<file path="config.mk">
export PLATFORM = sky130hd
export DESIGN_NAME = pipe_hazard_ctrl_flat
export DESIGN_NICKNAME = d
export VERILOG_FILES = /design/src/rtl/pipe_hazard_ctrl_if.sv /design/src/rtl/pipe_hazard_ctrl.sv /design/src/flat_wrapper.sv
export SDC_FILE = /design/constraint.sdc
export NUM_CORES = 1
export LEC_CHECK = 0
export CORE_AREA = 2 2 72 74
export CTS_CLUSTER_DIAMETER = 50
export DETAILED_ROUTE_END_ITERATION = 6
export DIE_AREA = 0 0 74 76
export PLACE_DENSITY_LB_ADDON = 0.2
export SLEW_MARGIN = 10
export SYNTH_ARGS = -nofsm -noshare
export SYNTH_HDL_FRONTEND = slang
export SYNTH_SLANG_ARGS = --single-unit
export TNS_END_PERCENT = 100
</file>
<file path="constraint.sdc">
create_clock -name clk -period 2.9 [get_ports clk]
set_clock_uncertainty 0.05 [all_clocks]
set_input_delay 0.58 -clock clk [delete_from_list [all_inputs] [get_ports clk]]
set_output_delay 0.58 -clock clk [all_outputs]
set_load 0.05 [all_outputs]
</file>
<file path="src/rtl/pipe_hazard_ctrl_if.sv">
// pipe_hazard_ctrl_if: signal bundle between the pipeline datapath and the
// stall/flush sequencer.
//   master - datapath side: drives hazard/handshake status, receives controls
//   slave  - sequencer side: receives status, drives enables/flushes/status
// Parameter CNT_W sets the perf counter width and must match the sequencer.
interface pipe_hazard_ctrl_if #(
    parameter int unsigned CNT_W = 32
);
    logic [4:0]       id_rs1;
    logic [4:0]       id_rs2;
    logic             id_uses_rs1;
    logic             id_uses_rs2;
    logic [4:0]       ex_rd;
    logic             ex_is_load;
    logic             ex_reg_write;
    logic             ex_branch_taken;
    logic             ex_md_start;
    logic             md_done;
    logic             dmem_req;
    logic             dmem_ready;
    logic             imem_ready;

    logic             pc_en;
    logic             if_id_en;
    logic             id_ex_en;
    logic             ex_mem_en;
    logic             mem_wb_en;
    logic             if_id_flush;
    logic             id_ex_flush;
    logic             ex_mem_flush;
    logic             timeout_err;
    logic [CNT_W-1:0] stall_cycles;
    logic [CNT_W-1:0] flush_events;

    modport master (
        output id_rs1, id_rs2, id_uses_rs1, id_uses_rs2, ex_rd, ex_is_load, ex_reg_write,
               ex_branch_taken, ex_md_start, md_done, dmem_req, dmem_ready, imem_ready,
        input  pc_en, if_id_en, id_ex_en, ex_mem_en, mem_wb_en, if_id_flush, id_ex_flush,
               ex_mem_flush, timeout_err, stall_cycles, flush_events
    );

    modport slave (
        input  id_rs1, id_rs2, id_uses_rs1, id_uses_rs2, ex_rd, ex_is_load, ex_reg_write,
               ex_branch_taken, ex_md_start, md_done, dmem_req, dmem_ready, imem_ready,
        output pc_en, if_id_en, id_ex_en, ex_mem_en, mem_wb_en, if_id_flush, id_ex_flush,
               ex_mem_flush, timeout_err, stall_cycles, flush_events
    );
endinterface

</file>
<file path="src/rtl/pipe_hazard_ctrl.sv">
// pipe_hazard_ctrl: stall/flush sequencer for the 5-stage pipeline.
// Drives PC, IF/ID, ID/EX, EX/MEM, MEM/WB enables and flushes (Mealy outputs).
// Priority: data-mem wait > mul/div wait > taken branch > load-use > imem wait.
// Ports:
//   clk - rising-edge clock
//   rst - synchronous active-high reset (forces all enables/flushes low)
//   bus - pipe_hazard_ctrl_if.slave: hazard status in, enables/flushes,
//         timeout_err (sticky watchdog) and perf counters out
// Parameters: WAIT_TIMEOUT (1..65535) stalled data-mem cycles before
//   timeout_err; CNT_W perf counter width.
// Optional macro PIPE_CTRL_PERF_EN builds the saturating stall_cycles and
//   flush_events counters; otherwise they read as zero.
module pipe_hazard_ctrl #(
    parameter int unsigned WAIT_TIMEOUT = 255,
    parameter int unsigned CNT_W        = 32
) (
    input logic               clk,
    input logic               rst,
    pipe_hazard_ctrl_if.slave bus
);
    typedef enum logic [1:0] {StRun, StMemWait, StMdWait} state_e;

    localparam logic [15:0] TimeoutVal = 16'(WAIT_TIMEOUT);

    // Enable order: {pc, if_id, id_ex, ex_mem, mem_wb}; flush order: {if_id, id_ex, ex_mem}
    localparam logic [4:0] EnAll    = 5'b11111;
    localparam logic [4:0] EnFreeze = 5'b00000;
    localparam logic [4:0] EnMd     = 5'b00011;
    localparam logic [4:0] EnLoadUs = 5'b00111;
    localparam logic [4:0] EnImem   = 5'b01111;

    state_e      state_q, state_d;
    logic [15:0] wait_cnt_q, wait_cnt_d;
    logic        timeout_q, timeout_d;
    logic [4:0]  en;
    logic [2:0]  fl;
    logic        load_use;
    logic        mem_stall;
    logic        md_busy;

    always_comb begin
        load_use = bus.ex_is_load & bus.ex_reg_write & (bus.ex_rd != 5'd0) &
                   ((bus.id_uses_rs1 & (bus.id_rs1 == bus.ex_rd)) |
                    (bus.id_uses_rs2 & (bus.id_rs2 == bus.ex_rd)));
        // In MEM_WAIT only dmem_ready matters; elsewhere a new unfinished access stalls.
        mem_stall = (state_q == StMemWait) ? ~bus.dmem_ready : (bus.dmem_req & ~bus.dmem_ready);
        md_busy   = bus.ex_md_start & ~bus.md_done;
    end

    always_comb begin
        state_d = state_q;
        en      = EnAll;
        fl      = 3'b000;
        if (rst) begin
            en      = EnFreeze;
            state_d = StRun;
        end else begin
            unique case (state_q)
                StMemWait: begin
                    if (bus.dmem_ready) begin
                        state_d = StRun;
                    end else begin
                        en = EnFreeze;
                    end
                end
                StMdWait: begin
                    // A mem stall freezes everything; md_done stays held by the divider.
                    if (mem_stall) begin
                        en = EnFreeze;
                    end else if (bus.md_done) begin
                        state_d = StRun;
                    end else begin
                        en = EnMd;
                        fl = 3'b001;
                    end
                end
                StRun: begin
                    if (mem_stall) begin
                        en      = EnFreeze;
                        state_d = StMemWait;
                    end else if (md_busy) begin
                        en      = EnMd;
                        fl      = 3'b001;
                        state_d = StMdWait;
                    end else if (bus.ex_branch_taken) begin
                        fl = 3'b110;
                    end else if (load_use) begin
                        // Also covers a concurrent imem wait: IF/ID is held, not flushed.
                        en = EnLoadUs;
                        fl = 3'b010;
                    end else if (!bus.imem_ready) begin
                        en = EnImem;
                        fl = 3'b100;
                    end
                end
                default: state_d = StRun;
            endcase
        end
    end

    always_comb begin
        if (mem_stall) begin
            wait_cnt_d = (wait_cnt_q == 16'hFFFF) ? wait_cnt_q : wait_cnt_q + 16'd1;
        end else begin
            wait_cnt_d = 16'd0;
        end
        timeout_d = timeout_q | (wait_cnt_d >= TimeoutVal);
    end

    always_ff @(posedge clk) begin
        if (rst) begin
            state_q    <= StRun;
            wait_cnt_q <= 16'd0;
            timeout_q  <= 1'b0;
        end else begin
            state_q    <= state_d;
            wait_cnt_q <= wait_cnt_d;
            timeout_q  <= timeout_d;
        end
    end

    assign bus.pc_en        = en[4];
    assign bus.if_id_en     = en[3];
    assign bus.id_ex_en     = en[2];
    assign bus.ex_mem_en    = en[1];
    assign bus.mem_wb_en    = en[0];
    assign bus.if_id_flush  = fl[2];
    assign bus.id_ex_flush  = fl[1];
    assign bus.ex_mem_flush = fl[0];
    assign bus.timeout_err  = timeout_q;

`ifdef PIPE_CTRL_PERF_EN
    logic [CNT_W-1:0] stall_q, stall_d;
    logic [CNT_W-1:0] flush_q, flush_d;

    always_comb begin
        stall_d = stall_q;
        flush_d = flush_q;
        if (!en[4] && (stall_q != {CNT_W{1'b1}})) begin
            stall_d = stall_q + {{(CNT_W-1){1'b0}}, 1'b1};
        end
        if ((fl != 3'b000) && (flush_q != {CNT_W{1'b1}})) begin
            flush_d = flush_q + {{(CNT_W-1){1'b0}}, 1'b1};
        end
    end

    always_ff @(posedge clk) begin
        if (rst) begin
            stall_q <= '0;
            flush_q <= '0;
        end else begin
            stall_q <= stall_d;
            flush_q <= flush_d;
        end
    end

    assign bus.stall_cycles = stall_q;
    assign bus.flush_events = flush_q;
`else
    assign bus.stall_cycles = {CNT_W{1'b0}};
    assign bus.flush_events = {CNT_W{1'b0}};
`endif
endmodule

</file>
<file path="src/flat_wrapper.sv">
// flat-port wrapper written by rule: the top's interface ports become plain ports
module pipe_hazard_ctrl_flat 
#(
    parameter int unsigned WAIT_TIMEOUT = 255,
    parameter int unsigned CNT_W        = 32
)
  (clk, rst, bus_id_rs1, bus_id_rs2, bus_id_uses_rs1, bus_id_uses_rs2, bus_ex_rd, bus_ex_is_load, bus_ex_reg_write, bus_ex_branch_taken, bus_ex_md_start, bus_md_done, bus_dmem_req, bus_dmem_ready, bus_imem_ready, bus_pc_en, bus_if_id_en, bus_id_ex_en, bus_ex_mem_en, bus_mem_wb_en, bus_if_id_flush, bus_id_ex_flush, bus_ex_mem_flush, bus_timeout_err, bus_stall_cycles, bus_flush_events);
  pipe_hazard_ctrl_if #(.CNT_W(CNT_W)) bus_i ();
  input logic clk;
  input logic rst;
  input wire logic [$bits(bus_i.id_rs1)-1:0] bus_id_rs1;
  input wire logic [$bits(bus_i.id_rs2)-1:0] bus_id_rs2;
  input wire logic [$bits(bus_i.id_uses_rs1)-1:0] bus_id_uses_rs1;
  input wire logic [$bits(bus_i.id_uses_rs2)-1:0] bus_id_uses_rs2;
  input wire logic [$bits(bus_i.ex_rd)-1:0] bus_ex_rd;
  input wire logic [$bits(bus_i.ex_is_load)-1:0] bus_ex_is_load;
  input wire logic [$bits(bus_i.ex_reg_write)-1:0] bus_ex_reg_write;
  input wire logic [$bits(bus_i.ex_branch_taken)-1:0] bus_ex_branch_taken;
  input wire logic [$bits(bus_i.ex_md_start)-1:0] bus_ex_md_start;
  input wire logic [$bits(bus_i.md_done)-1:0] bus_md_done;
  input wire logic [$bits(bus_i.dmem_req)-1:0] bus_dmem_req;
  input wire logic [$bits(bus_i.dmem_ready)-1:0] bus_dmem_ready;
  input wire logic [$bits(bus_i.imem_ready)-1:0] bus_imem_ready;
  output wire logic [$bits(bus_i.pc_en)-1:0] bus_pc_en;
  output wire logic [$bits(bus_i.if_id_en)-1:0] bus_if_id_en;
  output wire logic [$bits(bus_i.id_ex_en)-1:0] bus_id_ex_en;
  output wire logic [$bits(bus_i.ex_mem_en)-1:0] bus_ex_mem_en;
  output wire logic [$bits(bus_i.mem_wb_en)-1:0] bus_mem_wb_en;
  output wire logic [$bits(bus_i.if_id_flush)-1:0] bus_if_id_flush;
  output wire logic [$bits(bus_i.id_ex_flush)-1:0] bus_id_ex_flush;
  output wire logic [$bits(bus_i.ex_mem_flush)-1:0] bus_ex_mem_flush;
  output wire logic [$bits(bus_i.timeout_err)-1:0] bus_timeout_err;
  output wire logic [$bits(bus_i.stall_cycles)-1:0] bus_stall_cycles;
  output wire logic [$bits(bus_i.flush_events)-1:0] bus_flush_events;
  assign bus_i.id_rs1 = bus_id_rs1;
  assign bus_i.id_rs2 = bus_id_rs2;
  assign bus_i.id_uses_rs1 = bus_id_uses_rs1;
  assign bus_i.id_uses_rs2 = bus_id_uses_rs2;
  assign bus_i.ex_rd = bus_ex_rd;
  assign bus_i.ex_is_load = bus_ex_is_load;
  assign bus_i.ex_reg_write = bus_ex_reg_write;
  assign bus_i.ex_branch_taken = bus_ex_branch_taken;
  assign bus_i.ex_md_start = bus_ex_md_start;
  assign bus_i.md_done = bus_md_done;
  assign bus_i.dmem_req = bus_dmem_req;
  assign bus_i.dmem_ready = bus_dmem_ready;
  assign bus_i.imem_ready = bus_imem_ready;
  assign bus_pc_en = bus_i.pc_en;
  assign bus_if_id_en = bus_i.if_id_en;
  assign bus_id_ex_en = bus_i.id_ex_en;
  assign bus_ex_mem_en = bus_i.ex_mem_en;
  assign bus_mem_wb_en = bus_i.mem_wb_en;
  assign bus_if_id_flush = bus_i.if_id_flush;
  assign bus_id_ex_flush = bus_i.id_ex_flush;
  assign bus_ex_mem_flush = bus_i.ex_mem_flush;
  assign bus_timeout_err = bus_i.timeout_err;
  assign bus_stall_cycles = bus_i.stall_cycles;
  assign bus_flush_events = bus_i.flush_events;
  pipe_hazard_ctrl #(.WAIT_TIMEOUT(WAIT_TIMEOUT), .CNT_W(CNT_W)) u_core (.clk(clk), .rst(rst), .bus(bus_i));
endmodule
</file>
==> metrics.txt <==
status=completed; Area Growth Syn to Fin=18.3%; slowest cell delay on critical path=0.53 ns; number of synthesized register bits=19; Core Area=4910 sq um; dominant synthesized flop cell=dfxtp_1; CTS tree=yes; final net count=294; placed insts=331; global-route wire length before repair=5.95 mm; largest net degree at the start of global routing=17; Final Wtd Congestion=0.763; Crit path required time=2.27 ns; Worst Setup Slack, final=0.0924 ns; HPWL Detailed=2.89 mm; GRT overflow=0; Post-synth EDFFs=0; # diodes=0; IO buf count=35; setup violators final=0; Pleak=0.000908 uW; maxcap violations=0; Max Root-Sink Buffers=2; Crit path arrival time=2.18 ns; pre-CTS WS=-0.0292 ns; initial antenna violation count=0; post-synth top area cell=buf_4; DR iter-0 viols=45; drt wl/cell=10.5 microns; Setup Buffers After CTS=0; Final Critical Period=2.81 ns; ys async rst share=0; crit-path cells=dlygate4sd2_1, or4_1, o211ai_1, a21o_1, a21oi_2, nor2b_2, buf_12; die area=5620 sq um; gr usage total=0.128; hold buffer count at CTS=0; drt total wl=3.53 mm; kind of critical path=input port to primary output; Worst VDD drop=0.130 mV; Synth cell types=40; Pins Over Slew Limit=0; Reg clk slew, reported paths=0.07 ns; detailed-route via count=1437; antenna viol nets, final=0; # H-tree levels=1; YS warnings=0; Starting Density=0.367; TritonRoute pass-1 iters=4; # DRC=0; I/O pin cnt=100; critical path startpoint category=input port; Avg Cell Area, Syn=7.91 sq um; dominant cells by area after synthesis=buf_4 28%, dfxtp_1 21%, xor2_1 7.3%; Site Rows=26; Final Instance Count excl. Fillers=335; Final Hold Fails=0; register area share after synthesis=0.211; Pwr per Cell Area=367 nW/um^2; hold crit path type=flop to flop; RSZ-0062 raised after global routing=false; vias per inst=4.29; chip height=76 microns; Num CTS Buffers=3; final core occ=0.435; synthesized cell area=1800 sq um; crit-path max FO=3; layout cell share with drive strength beyond 1=0.113; Max Fclk=0.356 GHz; top cell type's share of synthesized area=0.283; CP max stage cell=or4_1; post-synthesis cell count=228; Final Cycle Share=0.968; number of global-route vias before repair=1236; WP buf/inv=2; Crit. End Element=primary output; Worst-Skew Late Latency=0.26 ns; clk sinks=19; critical path's top delay family=simple AND/OR/NAND/NOR gates; die span in x=74 microns; root buffer cell=clkbuf_8
[cell families (layout without fill, tap and decap cells)]
kind of cell	Yosys count	count (layout)	share of synthesized area
flip-flops	19	19	0.211
adder cells (fa/ha/maj)	1	1	0.00693
AND/OR/NAND/NOR	79	79	0.245
buffers and inverters	73	47	0.298
multiplexers	7	7	0.0388
other	1	64	0.00208
AO/OA/AOI/OAI	29	29	0.105
XOR/XNOR	19	19	0.0922
[registers in the layout (all words and copies together), names as in the netlist]
name / flops
u_core.state_q: 2
u_core.bus.timeout_err: 1
u_core.wait_cnt_q: 16
[layout make-up]
class,instances,area (sq um)
clock buffers,4,45.0
flip-flops and latches,19,380
repair buffers,41,473
well taps,70,87.6
multi-input cells,199,1140
fillers,498,2780
inverters,2,7.51
[path summary, 6_finish.rpt]
check	startpoint	end	slack [ns]	depth (start not counted)
max	bus_ex_rd[0]	bus_pc_en	0.09	7
min	u_core.bus.timeout_err	u_core.bus.timeout_err	0.47	2
max reg2reg	u_core.wait_cnt_q[0]	u_core.bus.timeout_err	0.42	7
min reg2reg	u_core.bus.timeout_err	u_core.bus.timeout_err	0.47	2
[worst reg2reg max path, stage by stage, from the launching register on]
cell and delay [ns]:
dfxtp_1 0.43, ha_1 0.35, nand4_2 0.14, or4_4 0.60
nand4_1 0.14, xor2_1 0.09, or4_1 0.51, o211ai_1 0.09
[metal layers]
layer	track usage	up-vias	wire [microns]
met4	0.0345	0	56
met3	0.0185	6	186
met2	0.204	53	1730
met1	0.179	646	1550
li1	-	732	-
met5	0	-	0
[report_power, final]
group / internal (uW) / leakage [uW] / switching [uW]
Sequential: 263 / 0.000153 / 3.77
Combinational: 81.6 / 0.000732 / 251
Clock: 97.7 / 0.0000228 / 87.4
Total: 442 / 0.000908 / 342
[metrics by stage]
| step | hold WS [ns] | setup TNS, ns | total power, uW | area [sq um] |
|---|---|---|---|---|
| floorplan | 0.429 | 0 | 585 | 2050 |
| global placement | 0.449 | -0.157 | 605 | 2080 |
| detailed placement | 0.456 | -0.0550 | 605 | 2080 |
| CTS | 0.473 | 0 | 792 | 2130 |
| global route | 0.499 | 0 | 818 | 2130 |
| finish | 0.466 | 0 | 784 | 2130 |
[cell usage after synthesis, types with 2 or more instances]
master    instances
nor4_1            6
a21o_1            3
nor2b_1           2
nand2b_1          4
and3_2            2
o21bai_1          3
nor3_1            6
a21oi_1          10
xor2_1           15
nand4_2           2
o21ai_0           3
o21a_1            4
inv_1             2
buf_4            68
or4_1             2
nand4_1           5
nor2_1           25
dfxtp_1          19
nand3_1          10
mux2i_1           7
o211ai_1          2
xnor2_1           4
nand2_1           7
[placed cells by master, fill, tap and decap left out, types with 4 or more instances in the layout]
cell	netlist	routed
a21oi_1	10	8
nand3_1	10	10
nand2b_1	4	4
dfxtp_1	19	19
nor2_1	25	24
nand2_1	7	7
clkdlybuf4s50_1	0	22
xor2_1	15	15
buf_4	68	6
dlygate4sd2_1	0	4
mux2i_1	7	7
o21a_1	4	4
conb_1	1	64
nor3_1	6	6
nand4_1	5	5
xnor2_1	4	4
nor4_1	6	5
buf_12	0	8
[timing repair]
action | 4_1_cts | 5_1_grt
pin swaps | 4 | 3
gates cloned | 0 | 0
resized for setup | 6 | 2
endpoints found under the setup margin | 2 | 3
(Power assumes the default switching activity.)
